<file path="config.mk">
export PLATFORM = sky130hd
export DESIGN_NAME = fetch_pc_gen
export DESIGN_NICKNAME = d
export VERILOG_FILES = /design/src/rtl/fetch_pc_gen_pkg.sv /design/src/rtl/fetch_pc_gen_pc_redirect_buf.sv /design/src/rtl/fetch_pc_gen.sv
export SDC_FILE = /design/constraint.sdc
export NUM_CORES = 1
export LEC_CHECK = 0
export ABC_AREA = 0
export CORE_ASPECT_RATIO = 0.6
export CORE_MARGIN = 8
export CORE_UTILIZATION = 30
export DETAILED_ROUTE_END_ITERATION = 7
export PLACE_DENSITY_LB_ADDON = 0.12
export SLEW_MARGIN = 5
export SYNTH_ARGS = -nofsm -noshare
export SYNTH_HDL_FRONTEND = slang
export SYNTH_SLANG_ARGS = --single-unit
export TNS_END_PERCENT = 50
</file>
<file path="constraint.sdc">
create_clock -name clk -period 3.95 [get_ports clk]
set_clock_uncertainty 0.1 [all_clocks]
set_input_delay 0.79 -clock clk [delete_from_list [all_inputs] [get_ports clk]]
set_output_delay 0.79 -clock clk [all_outputs]
set_load 0.05 [all_outputs]
</file>
<file path="src/rtl/fetch_pc_gen_pkg.sv">
// Shared constants and types for the next-PC generator and its redirect buffer.
package fetch_pc_gen_pkg;

    localparam int unsigned PC_W = 32;

    localparam logic [PC_W-1:0] RESET_PC_DEF   = 32'h0000_3000;
    localparam logic [PC_W-1:0] EXC_VECTOR_DEF = 32'h0000_4180;

    typedef enum logic {
        RK_EXC  = 1'b0,
        RK_ERET = 1'b1
    } redirect_kind_t;

    // An exception outranks an ERET; equal kinds replace each other.
    function automatic logic kind_may_replace(input redirect_kind_t new_kind,
                                              input redirect_kind_t stored_kind);
        return (new_kind == RK_EXC) || (stored_kind == RK_ERET);
    endfunction

endpackage

</file>
<file path="src/rtl/fetch_pc_gen_pc_redirect_buf.sv">
// Single-entry buffer holding an exc/eret redirect that arrived during a fetch stall.
module fetch_pc_gen_pc_redirect_buf
    import fetch_pc_gen_pkg::*;
(
    input  logic                clk,
    input  logic                reset,
    input  logic                capture,
    input  redirect_kind_t      cap_kind,
    input  logic [PC_W-1:0]     cap_addr,
    input  logic                clear,
    output logic                pend_valid,
    output redirect_kind_t      pend_kind,
    output logic [PC_W-1:0]     pend_addr
);

    logic may_write;

    always_comb begin
        may_write = 1'b0;
        if (capture) begin
            may_write = !pend_valid || kind_may_replace(cap_kind, pend_kind);
        end
    end

    always_ff @(posedge clk) begin
        if (reset) begin
            pend_valid <= 1'b0;
            pend_kind  <= RK_EXC;
            pend_addr  <= '0;
        end else if (may_write) begin
            pend_valid <= 1'b1;
            pend_kind  <= cap_kind;
            pend_addr  <= cap_addr;
        end else if (clear) begin
            pend_valid <= 1'b0;
        end
    end

endmodule

</file>
<file path="src/rtl/fetch_pc_gen.sv">
// Next-PC generator: fixed-priority redirect mux, cur_pc register and stall-safe
// buffering of exception/ERET redirects.
module fetch_pc_gen
    import fetch_pc_gen_pkg::*;
#(
    parameter logic [PC_W-1:0] RESET_PC   = RESET_PC_DEF,
    parameter logic [PC_W-1:0] EXC_VECTOR = EXC_VECTOR_DEF
) (
    input  logic              clk,
    input  logic              reset,
    input  logic              stall,
    input  logic              br_taken,
    input  logic [PC_W-1:0]   br_target,
    input  logic              jump,
    input  logic [PC_W-1:0]   jump_target,
    input  logic              exc_req,
    input  logic              eret,
    input  logic [PC_W-1:0]   epc,
    output logic [PC_W-1:0]   pc32,
    output logic [PC_W-1:0]   cur_pc,
    output logic              flush,
    output logic              pend_valid
);

    redirect_kind_t   pend_kind;
    logic [PC_W-1:0]  pend_addr;
    logic             redirect;
    logic             capture;
    redirect_kind_t   cap_kind;
    logic [PC_W-1:0]  cap_addr;

    always_comb begin
        pc32     = cur_pc + 32'd4;
        redirect = 1'b0;
        if (reset) begin
            pc32 = RESET_PC;
        end else if (exc_req) begin
            pc32     = EXC_VECTOR;
            redirect = 1'b1;
        end else if (eret) begin
            pc32     = epc;
            redirect = 1'b1;
        end else if (pend_valid) begin
            pc32     = pend_addr;
            redirect = 1'b1;
        end else if (jump) begin
            pc32 = jump_target;
        end else if (br_taken) begin
            pc32 = br_target;
        end
    end

    assign flush = redirect && !stall;

    // exc_req wins over a simultaneous eret, so the eret is never captured.
    always_comb begin
        capture  = !reset && stall && (exc_req || eret);
        cap_kind = exc_req ? RK_EXC : RK_ERET;
        cap_addr = exc_req ? EXC_VECTOR : epc;
    end

    fetch_pc_gen_pc_redirect_buf u_buf (
        .clk        (clk),
        .reset      (reset),
        .capture    (capture),
        .cap_kind   (cap_kind),
        .cap_addr   (cap_addr),
        .clear      (flush),
        .pend_valid (pend_valid),
        .pend_kind  (pend_kind),
        .pend_addr  (pend_addr)
    );

    always_ff @(posedge clk) begin
        if (reset) begin
            cur_pc <= RESET_PC;
        end else if (!stall) begin
            cur_pc <= pc32;
        end
    end

endmodule

</file>
==> metrics.txt <==
status=finished, final reports clean; worst reg-to-reg setup slack=1200 ps; Max FO, Critical Path=6; chip width=173.7 um; CTS H-tree lvls=3; fin crit share=97.86%; final net count=903; Max-Cap Viols=0; Seq/Total Area, Yosys=29.53%; area share of the largest cell type after synthesis=29.53%; final setup violation count=0; Tot Pwr=2.314 mW; Initial Util=30.75%; Slew HR=48.86%; crit end category=output port; stages on the worst setup path=8; Net Sw Power=0.7828 mW; Worst-path clk slew=roughly 60 ps; CP delay by family, top=simple AND/OR/NAND/NOR gates; RSZ-0062 raised after global routing=yes; root buf cell=clkbuf_16; WL/cell=approximately 23 um; Core ar.=0.01455 mm^2; FMAX=0.2587 GHz; final WL=23270 um; Buf/Inv on CP=1; critical path class=register to output port; vias in the first global route=roughly 5200; Slowest cell on crit path=or4_4; routability cong.=0.9361; largest net degree at the start of global routing=47; DR iter-0 viols=665; Cells after Synth=between 600 and 700; Final Util=48.19%; Pint=1.531 mW; worst-case clock buffer depth=2; Net Count, Synth=~740; Vias=5604; Pwr Density=330.0 mW/mm^2; Synth Cell Area=0.004474 mm^2; P_leak=around 2.5 nW; Die Area=0.01921 mm^2; # port buffers=168; Seq cells post-synth=66; Gate power share=between 30 and 40%; Area contributors post-synth=dfxtp_1, a21oi_1, nand2_1; leading area contributor after synthesis=dfxtp_1; Diodes inserted=0; Initial DRT Pass Iterations=5; final hold violation count=0; Fillers=1462; yosys warns=0; synth unique cells=62; io pins=169; total grt overflow=0; worst min-delay path class=register to register; hold path cells=2; CTS tree=built; Worst Path Required=roughly 3100 ps; vias per cell=5.598; Critical path origin=cur_pc[2]$_SDFFE_PP0N_; fin crit period=~3900 ps; Synth Area per Inst=just over 7 um^2; drc violations=0; Least-Margin Pin Slew=760.1 ps; hold endpoint=u_buf.pend_addr[29]$_SDFFE_PP0P_; CP cell instances=ha_2 > nand4_1 > or4_4 > or4_4 > a221oi_2 > o221ai_2 > nor2_4 > buf_4; # rows=34; Worst R2R Start=cur_pc[4]$_SDFFE_PP0N_; Slew Viols, Final=0; later-pin clock latency in the skew report=between 300 and 400 ps; share of cells above drive strength 1=between 10% and 20%; cts hold-fix bufs=0; slack of the critical path=84.50 ps; most common cell in the netlist=nand2_1; hold path startpoint=u_buf.pend_addr[29]$_SDFFE_PP0P_; Die Span Y=110.6 um; Worst path max stage delay=530 ps; Tot GR Track Use=23.22%; placed wire-length estimate=roughly 18000 um; ANT nets after route=0; clock sink count=between 60 and 70; initial antenna violation count=0; critical path arrival=2980 ps; Setup WS pre-CTS=229.9 ps; crit path launch type=register; Clock power frac=a little under two fifths; sequential fraction of design power=between 30% and 40%; worst r2r path cells=7; Critical R2R Capture=cur_pc[17]$_SDFFE_PP0N_; Post-synth top cells=nand2_1, a21oi_1, dfxtp_1; ys async rst share=0%; first-pass GRT wire length=34410 um; ys flop type=dfxtp_1; EDFF count, synth=0; Crit path top cell by count=or4_4; Switching Share=between 30% and 40%; maximum vdd drop=around 0.21 mV; P&R area growth vs syn=56.71%; Inserted Clock Buffers=9
## worst register-to-register path: cells and delay by family, from the launching register on
kind,cells,cell delay (ps)
buffers and inverters,1,160
AOI/OAI and AO/OA,1,400
DFF,1,340
and+or+nand+nor,5,1650
## routing by layer
layer | vias up | track usage (%) | share of wire (%)
met3 | 20 | 7.449 | 11
li1 | 2646 | - | -
met5 | - | 0 | 0
met1 | 2640 | 36.00 | 50
met4 | 0 | 4.197 | 1.1
met2 | 298 | 29.87 | 38
## layout make-up
cell class	instances	area, um^2	area share, %
Inverter	22	82.58	1.178
Clock buffer	9	225.2	3.212
Sequential cell	66	1326	18.92
Timing Repair Buffer	209	2160	30.80
Tap cell	198	247.7	3.533
Clock inverter	6	91.34	1.303
Multi-Input combinational cell	491	2879	41.06
## registers in the layout (all words and copies together), names as in the netlist
signal	flops
u_buf.pend_valid	1
u_buf.pend_addr	32
u_buf.pend_kind	1
cur_pc	32
## cell usage in the layout, fill, tap and decap left out, drive strengths merged, types with 4 or more instances in the layout
cell type,netlist,routed
or3,8,8
and3,4,4
nand2b,8,8
buf,10,76
dfxtp,66,66
and4,5,5
clkbuf,45,9
a31oi,5,5
xor2,8,8
o21ai,39,39
a211oi,6,6
nand4,13,13
a221o,4,4
mux2i,10,10
o221ai,8,8
inv,21,22
nand2,82,82
xnor2,14,14
o22ai,6,6
clkdlybuf4s50,0,133
nand3,41,41
a221oi,12,12
a21oi,73,73
nor4,4,4
o21a,11,11
nor2,46,46
nand3b,4,4
a22oi,10,10
nor3,26,26
## kinds of logic (layout without fill, tap and decap cells)
kind of cell / after synthesis / in the layout / share of synthesized area (%)
and+or+nand+nor: 253 / 253 / 27.21
DFF: 66 / 66 / 29.53
buffers and inverters: 77 / 246 / 6.711
adders and majority gates: 1 / 1 / 0.2796
AOI/OAI and AO/OA: 204 / 204 / 29.47
xor gates and xnor gates: 22 / 22 / 4.307
muxes: 11 / 11 / 2.489
## power by group through the flow
stage          logic [mW]  clock network (mW)  registers, mW
3_5_place_dp        0.690                   0          0.742
6_report            0.703               0.882          0.730
5_1_grt             0.736               0.918          0.733
3_3_place_gp        0.689                   0          0.741
4_1_cts             0.693               0.888          0.728
2_1_floorplan       0.286                   0          0.795
## timing repair
action / 4_1_cts / 5_1_grt
pin swaps: 1 / 0
buffers inserted: 2 / 0
gates resized for setup: 3 / 3
endpoints found under the setup margin: 3 / 4
## how the worst max path moves through the flow
stage	end	slack, ps
floorplan	pc32[26]	-200
detailed placement	pc32[26]	230
CTS	pc32[26]	10
global placement	pc32[8]	210
finish	pc32[30]	80
global route	pc32[31]	-20
## through the flow
stage	setup TNS (ps)	instances	cell area (um^2)	hold slack (ps)
6_report	0	1001	7012	348.6
2_1_floorplan	-281.9	634	4487	326.8
4_1_cts	0	1001	7003	346.4
5_1_grt	-28.31	1001	7012	362.8
3_3_place_gp	0	984	6666	336.1
3_5_place_dp	0	984	6666	339.1
Power figures use the tool's default switching activity.
